==> src/rtl/addition_stage5_if.sv <==
// Handshake and data bundle for the FP add rounding stage.
// The slave view is the rounding block; the master view drives stage-4 data and downstream ready.
interface addition_stage5_if #(
  parameter int MENT_WIDTH = 23,
  parameter int EXPO_WIDTH = 8
);
  logic [MENT_WIDTH-1:0]            normalized_mentissa_in;
  logic [EXPO_WIDTH-1:0]            normalized_exponent_in;
  logic [2:0]                       grs_in;
  logic                             sign_in;
  logic [1:0]                       round_mode_in;
  logic                             valid_in;
  logic                             ready_out;
  logic                             ready_in;
  logic                             valid_out;
  logic [MENT_WIDTH+EXPO_WIDTH:0]   result_out;
  logic                             inexact_out;
  logic                             overflow_out;

  modport master (
    output normalized_mentissa_in, normalized_exponent_in, grs_in, sign_in,
           round_mode_in, valid_in, ready_in,
    input  ready_out, valid_out, result_out, inexact_out, overflow_out
  );

  modport slave (
    input  normalized_mentissa_in, normalized_exponent_in, grs_in, sign_in,
           round_mode_in, valid_in, ready_in,
    output ready_out, valid_out, result_out, inexact_out, overflow_out
  );
endinterface

==> src/rtl/addition_stage5.sv <==
// Final rounding stage of the FP adder: two-stage pipeline that picks the rounding
// increment, applies it, and handles zero, inf/NaN passthrough and overflow to infinity.
module addition_stage5 #(
  parameter int MENT_WIDTH = 23,
  parameter int EXPO_WIDTH = 8
) (
  input logic              clk,
  input logic              rst_n,
  addition_stage5_if.slave bus
);
  localparam logic [1:0] RM_RNE = 2'b00;
  localparam logic [1:0] RM_RTZ = 2'b01;
  localparam logic [1:0] RM_POS = 2'b10;

  logic                  advance;
  logic                  inc_d;
  logic                  any_grs;

  logic                  s1_valid;
  logic [MENT_WIDTH-1:0] s1_frac;
  logic [EXPO_WIDTH-1:0] s1_exp;
  logic                  s1_sign;
  logic                  s1_inc;
  logic                  s1_inexact;

  logic [MENT_WIDTH:0]   sum;
  logic [EXPO_WIDTH-1:0] exp_inc;
  logic [EXPO_WIDTH-1:0] r_exp;
  logic [MENT_WIDTH-1:0] r_frac;
  logic                  r_inexact;
  logic                  r_overflow;

  logic                          s2_valid;
  logic [MENT_WIDTH+EXPO_WIDTH:0] s2_result;
  logic                          s2_inexact;
  logic                          s2_overflow;

  // Both stages move together; a full S2 blocked downstream freezes the whole pipe.
  assign advance       = !s2_valid || bus.ready_in;
  assign bus.ready_out = advance;
  assign any_grs       = |bus.grs_in;

  always_comb begin
    inc_d = 1'b0;
    case (bus.round_mode_in)
      RM_RNE:  inc_d = bus.grs_in[2] && (|bus.grs_in[1:0] || bus.normalized_mentissa_in[0]);
      RM_RTZ:  inc_d = 1'b0;
      RM_POS:  inc_d = !bus.sign_in && any_grs;
      default: inc_d = bus.sign_in && any_grs;
    endcase
  end

  always_ff @(posedge clk or negedge rst_n) begin
    if (!rst_n) begin
      s1_valid   <= 1'b0;
      s1_frac    <= '0;
      s1_exp     <= '0;
      s1_sign    <= 1'b0;
      s1_inc     <= 1'b0;
      s1_inexact <= 1'b0;
    end else if (advance) begin
      s1_valid   <= bus.valid_in;
      s1_frac    <= bus.normalized_mentissa_in;
      s1_exp     <= bus.normalized_exponent_in;
      s1_sign    <= bus.sign_in;
      s1_inc     <= inc_d;
      s1_inexact <= any_grs;
    end
  end

  assign sum     = {1'b0, s1_frac} + {{MENT_WIDTH{1'b0}}, s1_inc};
  assign exp_inc = s1_exp + {{(EXPO_WIDTH-1){1'b0}}, 1'b1};

  always_comb begin
    r_exp      = s1_exp;
    r_frac     = sum[MENT_WIDTH-1:0];
    r_inexact  = s1_inexact;
    r_overflow = 1'b0;
    if (s1_exp == '0) begin
      r_exp     = '0;
      r_frac    = '0;
      r_inexact = 1'b0;
    end else if (s1_exp == '1) begin
      r_frac    = s1_frac;
      r_inexact = 1'b0;
    end else if (sum[MENT_WIDTH]) begin
      // Mantissa carry-out: fraction wraps to zero and the exponent absorbs it.
      r_frac = '0;
      r_exp  = exp_inc;
      if (exp_inc == '1) r_overflow = 1'b1;
    end
  end

  always_ff @(posedge clk or negedge rst_n) begin
    if (!rst_n) begin
      s2_valid    <= 1'b0;
      s2_result   <= '0;
      s2_inexact  <= 1'b0;
      s2_overflow <= 1'b0;
    end else if (advance) begin
      s2_valid    <= s1_valid;
      s2_result   <= {s1_sign, r_exp, r_frac};
      s2_inexact  <= r_inexact;
      s2_overflow <= r_overflow;
    end
  end

  assign bus.valid_out    = s2_valid;
  assign bus.result_out   = s2_result;
  assign bus.inexact_out  = s2_inexact;
  assign bus.overflow_out = s2_overflow;
endmodule

==> src/flat_wrapper.sv <==
// flat-port wrapper written by rule: the top's interface ports become plain ports
module addition_stage5_flat 
#(
  parameter int MENT_WIDTH = 23,
  parameter int EXPO_WIDTH = 8
)
  (clk, rst_n, bus_normalized_mentissa_in, bus_normalized_exponent_in, bus_grs_in, bus_sign_in, bus_round_mode_in, bus_valid_in, bus_ready_in, bus_ready_out, bus_valid_out, bus_result_out, bus_inexact_out, bus_overflow_out);
  addition_stage5_if #(.MENT_WIDTH(MENT_WIDTH), .EXPO_WIDTH(EXPO_WIDTH)) bus_i ();
  input logic clk;
  input logic rst_n;
  input wire logic [$bits(bus_i.normalized_mentissa_in)-1:0] bus_normalized_mentissa_in;
  input wire logic [$bits(bus_i.normalized_exponent_in)-1:0] bus_normalized_exponent_in;
  input wire logic [$bits(bus_i.grs_in)-1:0] bus_grs_in;
  input wire logic [$bits(bus_i.sign_in)-1:0] bus_sign_in;
  input wire logic [$bits(bus_i.round_mode_in)-1:0] bus_round_mode_in;
  input wire logic [$bits(bus_i.valid_in)-1:0] bus_valid_in;
  input wire logic [$bits(bus_i.ready_in)-1:0] bus_ready_in;
  output wire logic [$bits(bus_i.ready_out)-1:0] bus_ready_out;
  output wire logic [$bits(bus_i.valid_out)-1:0] bus_valid_out;
  output wire logic [$bits(bus_i.result_out)-1:0] bus_result_out;
  output wire logic [$bits(bus_i.inexact_out)-1:0] bus_inexact_out;
  output wire logic [$bits(bus_i.overflow_out)-1:0] bus_overflow_out;
  assign bus_i.normalized_mentissa_in = bus_normalized_mentissa_in;
  assign bus_i.normalized_exponent_in = bus_normalized_exponent_in;
  assign bus_i.grs_in = bus_grs_in;
  assign bus_i.sign_in = bus_sign_in;
  assign bus_i.round_mode_in = bus_round_mode_in;
  assign bus_i.valid_in = bus_valid_in;
  assign bus_i.ready_in = bus_ready_in;
  assign bus_ready_out = bus_i.ready_out;
  assign bus_valid_out = bus_i.valid_out;
  assign bus_result_out = bus_i.result_out;
  assign bus_inexact_out = bus_i.inexact_out;
  assign bus_overflow_out = bus_i.overflow_out;
  addition_stage5 #(.MENT_WIDTH(MENT_WIDTH), .EXPO_WIDTH(EXPO_WIDTH)) u_core (.clk(clk), .rst_n(rst_n), .bus(bus_i));
endmodule
==> config.mk <==
export PLATFORM = sky130hd
export DESIGN_NAME = addition_stage5_flat
export DESIGN_NICKNAME = d
export VERILOG_FILES = /design/src/rtl/addition_stage5_if.sv /design/src/rtl/addition_stage5.sv /design/src/flat_wrapper.sv
export SDC_FILE = /design/constraint.sdc
export NUM_CORES = 1
export LEC_CHECK = 0
export BUFFER_PORTS_ARGS = -buffer_cell sky130_fd_sc_hd__clkbuf_2
export CORE_UTILIZATION = 40
export DETAILED_ROUTE_END_ITERATION = 10
export PLACE_DENSITY = 0.73
export SLEW_MARGIN = 0
export SYNTH_ARGS = -nofsm -noshare
export SYNTH_HDL_FRONTEND = slang
export SYNTH_SLANG_ARGS = --single-unit
==> constraint.sdc <==
create_clock -name clk -period 2.06 [get_ports clk]
set_input_delay 0.103 -clock clk [delete_from_list [all_inputs] [get_ports clk]]
set_output_delay 0.103 -clock clk [all_outputs]
set_load 0.02 [all_outputs]
* Yosys cells after proc, flatten, opt, wreduce, memory -nomap -nowiden
Cells that the tools add are included.
** Storage, ports and cells
- Register bits after elaboration :: 70
- Logic and storage cells :: 40
- Bits of input ports :: 41
- Output and inout port bits :: 36
** Cells by class
- Equal/unequal tests :: 4
- Add/subtract/negate cells :: 2
- Mux-type cells :: 13
- Reduce and logical (&&, ||, !) cells :: 11
** Operators by type and width (number)
- $mux W23 :: 3
- $add A23 B1 Y24 :: 1
- $mux W8 :: 3
- $eq A8 B8 Y1 const B :: 2
- $add A8 B1 Y8 const B :: 1
- $logic_not A8 Y1 :: 1
- $mux W1 :: 6
- $logic_and A1 B1 Y1 :: 3
- $pmux W1 S3 :: 1
- $reduce_or A3 Y1 :: 1
- $eq A2 B1 Y1 const B :: 1
- $eq A2 B2 Y1 const B :: 1
- $logic_not A1 Y1 :: 2
- $logic_not A2 Y1 :: 1
- $logic_or A1 B1 Y1 :: 2
- $reduce_or A2 Y1 :: 1

* Depth between registers and ports, before layout
- Word-level depth :: 6
- Gate-level depth with buffers :: 7
- Depth with buffers taken out :: 7

* Worst setup path before layout
Ideal clock, no wire load.
- Path kind :: register to register
- Start point :: register u_core.s1_exp[1]
- End point :: register u_core.s2_result[26] (netlist: u_core.bus.result_out[26])
- Path slack :: 105 ps
- Library setup time :: 82 ps
- Path buffers :: 1
- Clock period less this slack :: 1955 ps
- Data arrival time :: 1873 ps
- Stages on the path, launching flop included :: 8
- Data required time :: 1978 ps
- Cells stage by stage :: dfrtp_1 ha_1 and3_1 clkbuf_1 nand3_1 nand4_4 or3_1 a31oi_1
** Between the ends
- Longest elaborated chain between the ends :: 4
- Elaborated cells between the ends (all ways) :: 6
- Classes of those cells :: add/sub: 1; eq/ne: 1; mux: 3; reduce/logical: 1
** RTL lines
- from (decl) :: RTL line addition_stage5.sv:21 : logic [EXPO_WIDTH-1:0] s1_exp;
- from (signal assigned) :: RTL line addition_stage5.sv:64 : s1_exp <= bus.normalized_exponent_in;
- $add A8 B1 Y8 :: RTL line addition_stage5.sv:72 : assign exp_inc = s1_exp + {{(EXPO_WIDTH-1){1'b0}}, 1'b1};
- $mux W8 :: RTL line addition_stage5.sv:86 : end else if (sum[MENT_WIDTH]) begin
- $mux W8 :: RTL line addition_stage5.sv:83 : end else if (s1_exp == '1) begin
- $mux W8 * :: RTL line addition_stage5.sv:79 : if (s1_exp == '0) begin
- to (signal assigned) :: RTL line addition_stage5.sv:102 : s2_result <= {s1_sign, r_exp, r_frac};
- to (decl) :: RTL line addition_stage5.sv:34 : logic [MENT_WIDTH+EXPO_WIDTH:0] s2_result;
Every way passes the cells marked *; elsewhere a longest branch is shown, timed or not.
A chain may end at the register's enable or synchronous reset.

* Worst setup path after layout
Ends and elaborated chain as after synthesis.

==> results.txt <==
----------------------------------------------------
[Place]
  Number of placed instances with taps included ... 562
  Port bufs ... 76
  Post-detail-place hpwl ... 5.92 mm
  Gp weighted congestion ... 0.867
  Post-placement cell area ... 0.00399 mm^2

[Global routing]
  Met3 demand-to-capacity share in global routing ... 4.51%
  Overall routing resource usage ... 20.3%
  Maximum number of pins on one net before global-route repair ... 67
  First-pass GRT wire length ... 13.8 mm
  Fraction of met2 tracks used by global routing ... 34.1%
  Remaining global-route overflow ... 0
  Number of antenna violations at the first check in global routing ... 0
  Number of global-route vias before repair ... 2,999
  Grt met1 use ... 25.7%
  Layer with the highest usage after global routing ... met2

[Clock network]
  CTS Root Cell ... sky130_fd_sc_hd__clkbuf_8
  Clock Sink Count ... 70
  Insertion delay of the later-clocked pin in the worst-skew pair ... 0.35 ns
  H-tree Lvls ... 3
  CTS max path bufs ... 2
  CTS clk-pin slew, worst paths ... 0.07 ns
  Number of buffers inserted during clock tree synthesis ... 9
  TritonCTS clock tree ... yes

[Finish]
  Fraction of final layout cells with drive strength greater than 1 ... 23.7%
  Count of non-filler cells in the finished layout ... 612
  Synthesis-to-layout area growth ... 32.4%
  Count of inserted antenna diode cells ... 0
  Final layout net count ... 548
  Post-Layout Inst Area ... 0.00454 mm^2

[Critical path]
  Worst path arrival time ... 2.22 ns
  Class of the most critical setup path ... reg2reg
  Capturing element type of the critical path ... flop
  Data required time of the critical path ... 2.33 ns
  Startpoint kind of the worst setup timing path ... flop
  Highest fanout seen on the critical path ... 6

[Yosys]
  Synthesized netlist net count ... 430
  Cells after Synth ... 384
  Number of storage elements in the synthesis netlist ... 70
  Sequential area share after synthesis ... 51.1%
  Count of synthesis-stage warnings from yosys ... 0
  Average size of a mapped cell ... 8.92 um^2
  Count of distinct cell types in the synthesized netlist ... 43
  Cell area after technology mapping ... 0.00343 mm^2

[Power and ir drop]
  Power per cell area ... 842 mW/mm^2
  Standby leakage power ... 2.18 nW
  Largest voltage drop on the vdd net ... 400 uV

[Routing]
  Routed via count divided by cell count ... 5.02
  Number of DRC violations after detailed-routing iteration 0 ... 144
  Wire length after detailed routing ... 8.38 mm
  WL/cell ... 13.7 um
  Drc violations ... 0
  Number of nets with antenna violations after detailed routing ... 0
  Detailed-route via count ... 3,075
  1st-pass router iterations ... 4

[STA]
  Fin. max-slew vios ... 0
  Ratio of final minimum period to clock period ... 94.5%
  Final clock skew ... 0.00766 ns
  Max-slew headroom at the worst pin ... 55.7%
  Minimum clock period after layout ... 1.95 ns
  Transition at the pin with the smallest max-transition slack ... 0.664 ns
  Total Neg Setup Slack ... 0 ns
  Final Hold Fails ... 0
  Final setup violation count ... 0
  RSZ-0062 raised after global routing ... no
  Upper clock frequency limit ... 514 MHz

[Run]
  Number of max-cap violations ... 0

[Die]
  Overall die height ... 94.5 um
  Overall die width ... 94.5 um
  Die area ... 0.00894 mm^2
  Placeable Area ... 0.00826 mm^2
  Number of placement rows ... 33
  I/O Pins ... 77
  Initial core utilization ... 41.5%

[Min path]
  Min-Delay Path Class ... in2reg

[Run status]
  Outcome ... finished, final reports clean

----------------------------------------------------
[final cells by class]
cell class	instances	area (um^2)
Timing Repair Buffer	127	848
Clock inverter	7	75.1
Tap cell	105	131
Fill cell	771	3720
Clock buffer	9	124
Multi-Input combinational cell	288	1580
Inverter	6	22.5
Sequential cell	70	1750
[cell usage after synthesis]
| library cell | n | share of area (%) |
|---|---|---|
| sky130_fd_sc_hd__a211o_1 | 1 | 0.26 |
| sky130_fd_sc_hd__a21boi_0 | 1 | 0.22 |
| sky130_fd_sc_hd__a21o_1 | 1 | 0.22 |
| sky130_fd_sc_hd__a21oi_1 | 1 | 0.15 |
| sky130_fd_sc_hd__a31o_2 | 1 | 0.26 |
| sky130_fd_sc_hd__a31oi_1 | 3 | 0.55 |
| sky130_fd_sc_hd__a31oi_2 | 2 | 0.73 |
| sky130_fd_sc_hd__a32o_1 | 1 | 0.29 |
| sky130_fd_sc_hd__and2_1 | 1 | 0.18 |
| sky130_fd_sc_hd__and3_1 | 3 | 0.55 |
| sky130_fd_sc_hd__and3_2 | 1 | 0.22 |
| sky130_fd_sc_hd__and4_1 | 2 | 0.51 |
| sky130_fd_sc_hd__buf_1 | 3 | 0.33 |
| sky130_fd_sc_hd__buf_2 | 3 | 0.44 |
| sky130_fd_sc_hd__clkbuf_1 | 11 | 1.2 |
| sky130_fd_sc_hd__clkbuf_2 | 3 | 0.44 |
| sky130_fd_sc_hd__dfrtp_1 | 70 | 51 |
| sky130_fd_sc_hd__ha_1 | 5 | 1.8 |
| sky130_fd_sc_hd__inv_1 | 6 | 0.66 |
| sky130_fd_sc_hd__mux2i_1 | 4 | 1.2 |
| sky130_fd_sc_hd__nand2_1 | 142 | 16 |
| sky130_fd_sc_hd__nand2b_1 | 3 | 0.55 |
| sky130_fd_sc_hd__nand3_1 | 17 | 2.5 |
| sky130_fd_sc_hd__nand3b_1 | 2 | 0.44 |
| sky130_fd_sc_hd__nand4_1 | 10 | 1.8 |
| sky130_fd_sc_hd__nand4_2 | 1 | 0.37 |
| sky130_fd_sc_hd__nand4_4 | 1 | 0.62 |
| sky130_fd_sc_hd__nor2_1 | 8 | 0.88 |
| sky130_fd_sc_hd__nor2b_1 | 2 | 0.37 |
| sky130_fd_sc_hd__nor3_1 | 4 | 0.58 |
| sky130_fd_sc_hd__nor4_1 | 2 | 0.37 |
| sky130_fd_sc_hd__nor4_4 | 1 | 0.62 |
| sky130_fd_sc_hd__o21a_1 | 1 | 0.22 |
| sky130_fd_sc_hd__o21ai_0 | 35 | 5.1 |
| sky130_fd_sc_hd__o221ai_1 | 1 | 0.26 |
| sky130_fd_sc_hd__o22ai_1 | 1 | 0.18 |
| sky130_fd_sc_hd__o31ai_1 | 1 | 0.22 |
| sky130_fd_sc_hd__o41a_1 | 1 | 0.33 |
| sky130_fd_sc_hd__o41ai_4 | 1 | 0.80 |
| sky130_fd_sc_hd__or3_1 | 1 | 0.18 |
| sky130_fd_sc_hd__or4_4 | 1 | 0.33 |
| sky130_fd_sc_hd__xnor2_1 | 2 | 0.51 |
| sky130_fd_sc_hd__xor2_1 | 23 | 5.9 |
[per-stage QoR]
step	hold slack, ns	setup slack (ns)	utilization [%]	power (mW)
final	0.0584	0.114	54.9	3.82
after global routing	0.0630	0.00148	54.9	4.05
after CTS	0.0418	0.0778	54.8	3.86
after detailed placement	0.168	0.105	48.3	2.70
after global placement	0.170	0.207	48.3	2.67
after floorplan	-0.193	0.105	-	2.33
[cell usage in the layout, fill, tap and decap left out, types with 2 or more instances in the layout]
cell / instances
sky130_fd_sc_hd__nor2_1: 8
sky130_fd_sc_hd__and4_1: 2
sky130_fd_sc_hd__clkbuf_8: 9
sky130_fd_sc_hd__ha_1: 5
sky130_fd_sc_hd__nand2_1: 142
sky130_fd_sc_hd__mux2i_1: 4
sky130_fd_sc_hd__nand2b_1: 3
sky130_fd_sc_hd__nand3_1: 17
sky130_fd_sc_hd__o21ai_0: 35
sky130_fd_sc_hd__inv_1: 6
sky130_fd_sc_hd__a31oi_2: 2
sky130_fd_sc_hd__dlygate4sd3_1: 34
sky130_fd_sc_hd__nand3b_1: 2
sky130_fd_sc_hd__and3_1: 3
sky130_fd_sc_hd__buf_4: 17
sky130_fd_sc_hd__xor2_1: 23
sky130_fd_sc_hd__a31oi_1: 3
sky130_fd_sc_hd__nor3_1: 4
sky130_fd_sc_hd__clkbuf_2: 75
sky130_fd_sc_hd__xnor2_1: 2
sky130_fd_sc_hd__dfrtp_1: 70
sky130_fd_sc_hd__nand4_1: 10
sky130_fd_sc_hd__clkinvlp_4: 6
[repair_timing]
action,in CTS,in global routing
endpoints found under the hold margin,103,0
hold buffers,34,0
gates resized for setup,0,1
endpoints found under the setup margin,0,2
buffers inserted,0,0
[cells by family after synthesis]
kind of cell / synth area share [%]
AO/OA/AOI/OAI: 9.79
XOR/XNOR: 6.39
adder cells (fa/ha/maj): 1.83
buffers and inverters: 3.07
flip-flops: 51.1
multiplexers: 1.17
AND/OR/NAND/NOR: 26.6
[power breakdown]
part	total, mW	internal [mW]	switching [mW]
sequential	1.79	1.60	0.193
clock	1.10	0.557	0.541
combinational	0.931	0.362	0.569
total	3.82	2.51	1.30
[critical path, stage by stage, from the launching register on]
cell and delay, ns:
sky130_fd_sc_hd__dfrtp_1 0.44, sky130_fd_sc_hd__ha_1 0.27, sky130_fd_sc_hd__and3_1 0.27, sky130_fd_sc_hd__nand3_1 0.17
sky130_fd_sc_hd__nand4_4 0.16, sky130_fd_sc_hd__or3_1 0.38, sky130_fd_sc_hd__a31oi_1 0.17
[sequential cells by signal, indices dropped and copies added, names as in the netlist]
register	flops
u_core.bus.inexact_out	1
u_core.bus.overflow_out	1
u_core.bus.result_out	32
u_core.bus.valid_out	1
u_core.s1_exp	8
u_core.s1_frac	23
u_core.s1_inc	1
u_core.s1_inexact	1
u_core.s1_sign	1
u_core.s1_valid	1
[per-layer routing]
layer / share of wire [%] / vias to the layer above
li1: - / 1516
met1: 44 / 1452
met4: 1.6 / 0
met2: 49 / 94
met5: 0 / -
met3: 5.4 / 13
[final timing paths]
path	from	end	slack, ns	cells past startpoint
worst max-delay path	u_core.s1_exp[1]	u_core.bus.result_out[26]	0.11	6
worst min-delay path	bus_grs_in[2]	u_core.s1_inexact	0.06	3
worst max register to register	u_core.s1_exp[1]	u_core.bus.result_out[26]	0.11	6
worst min register to register	u_core.s1_valid	u_core.s1_valid	0.46	2
max in group asynchronous	rst_n	u_core.bus.result_out[7]	1.41	3
min in group asynchronous	rst_n	u_core.bus.result_out[26]	0.31	3
Power figures use the tool's default switching activity.
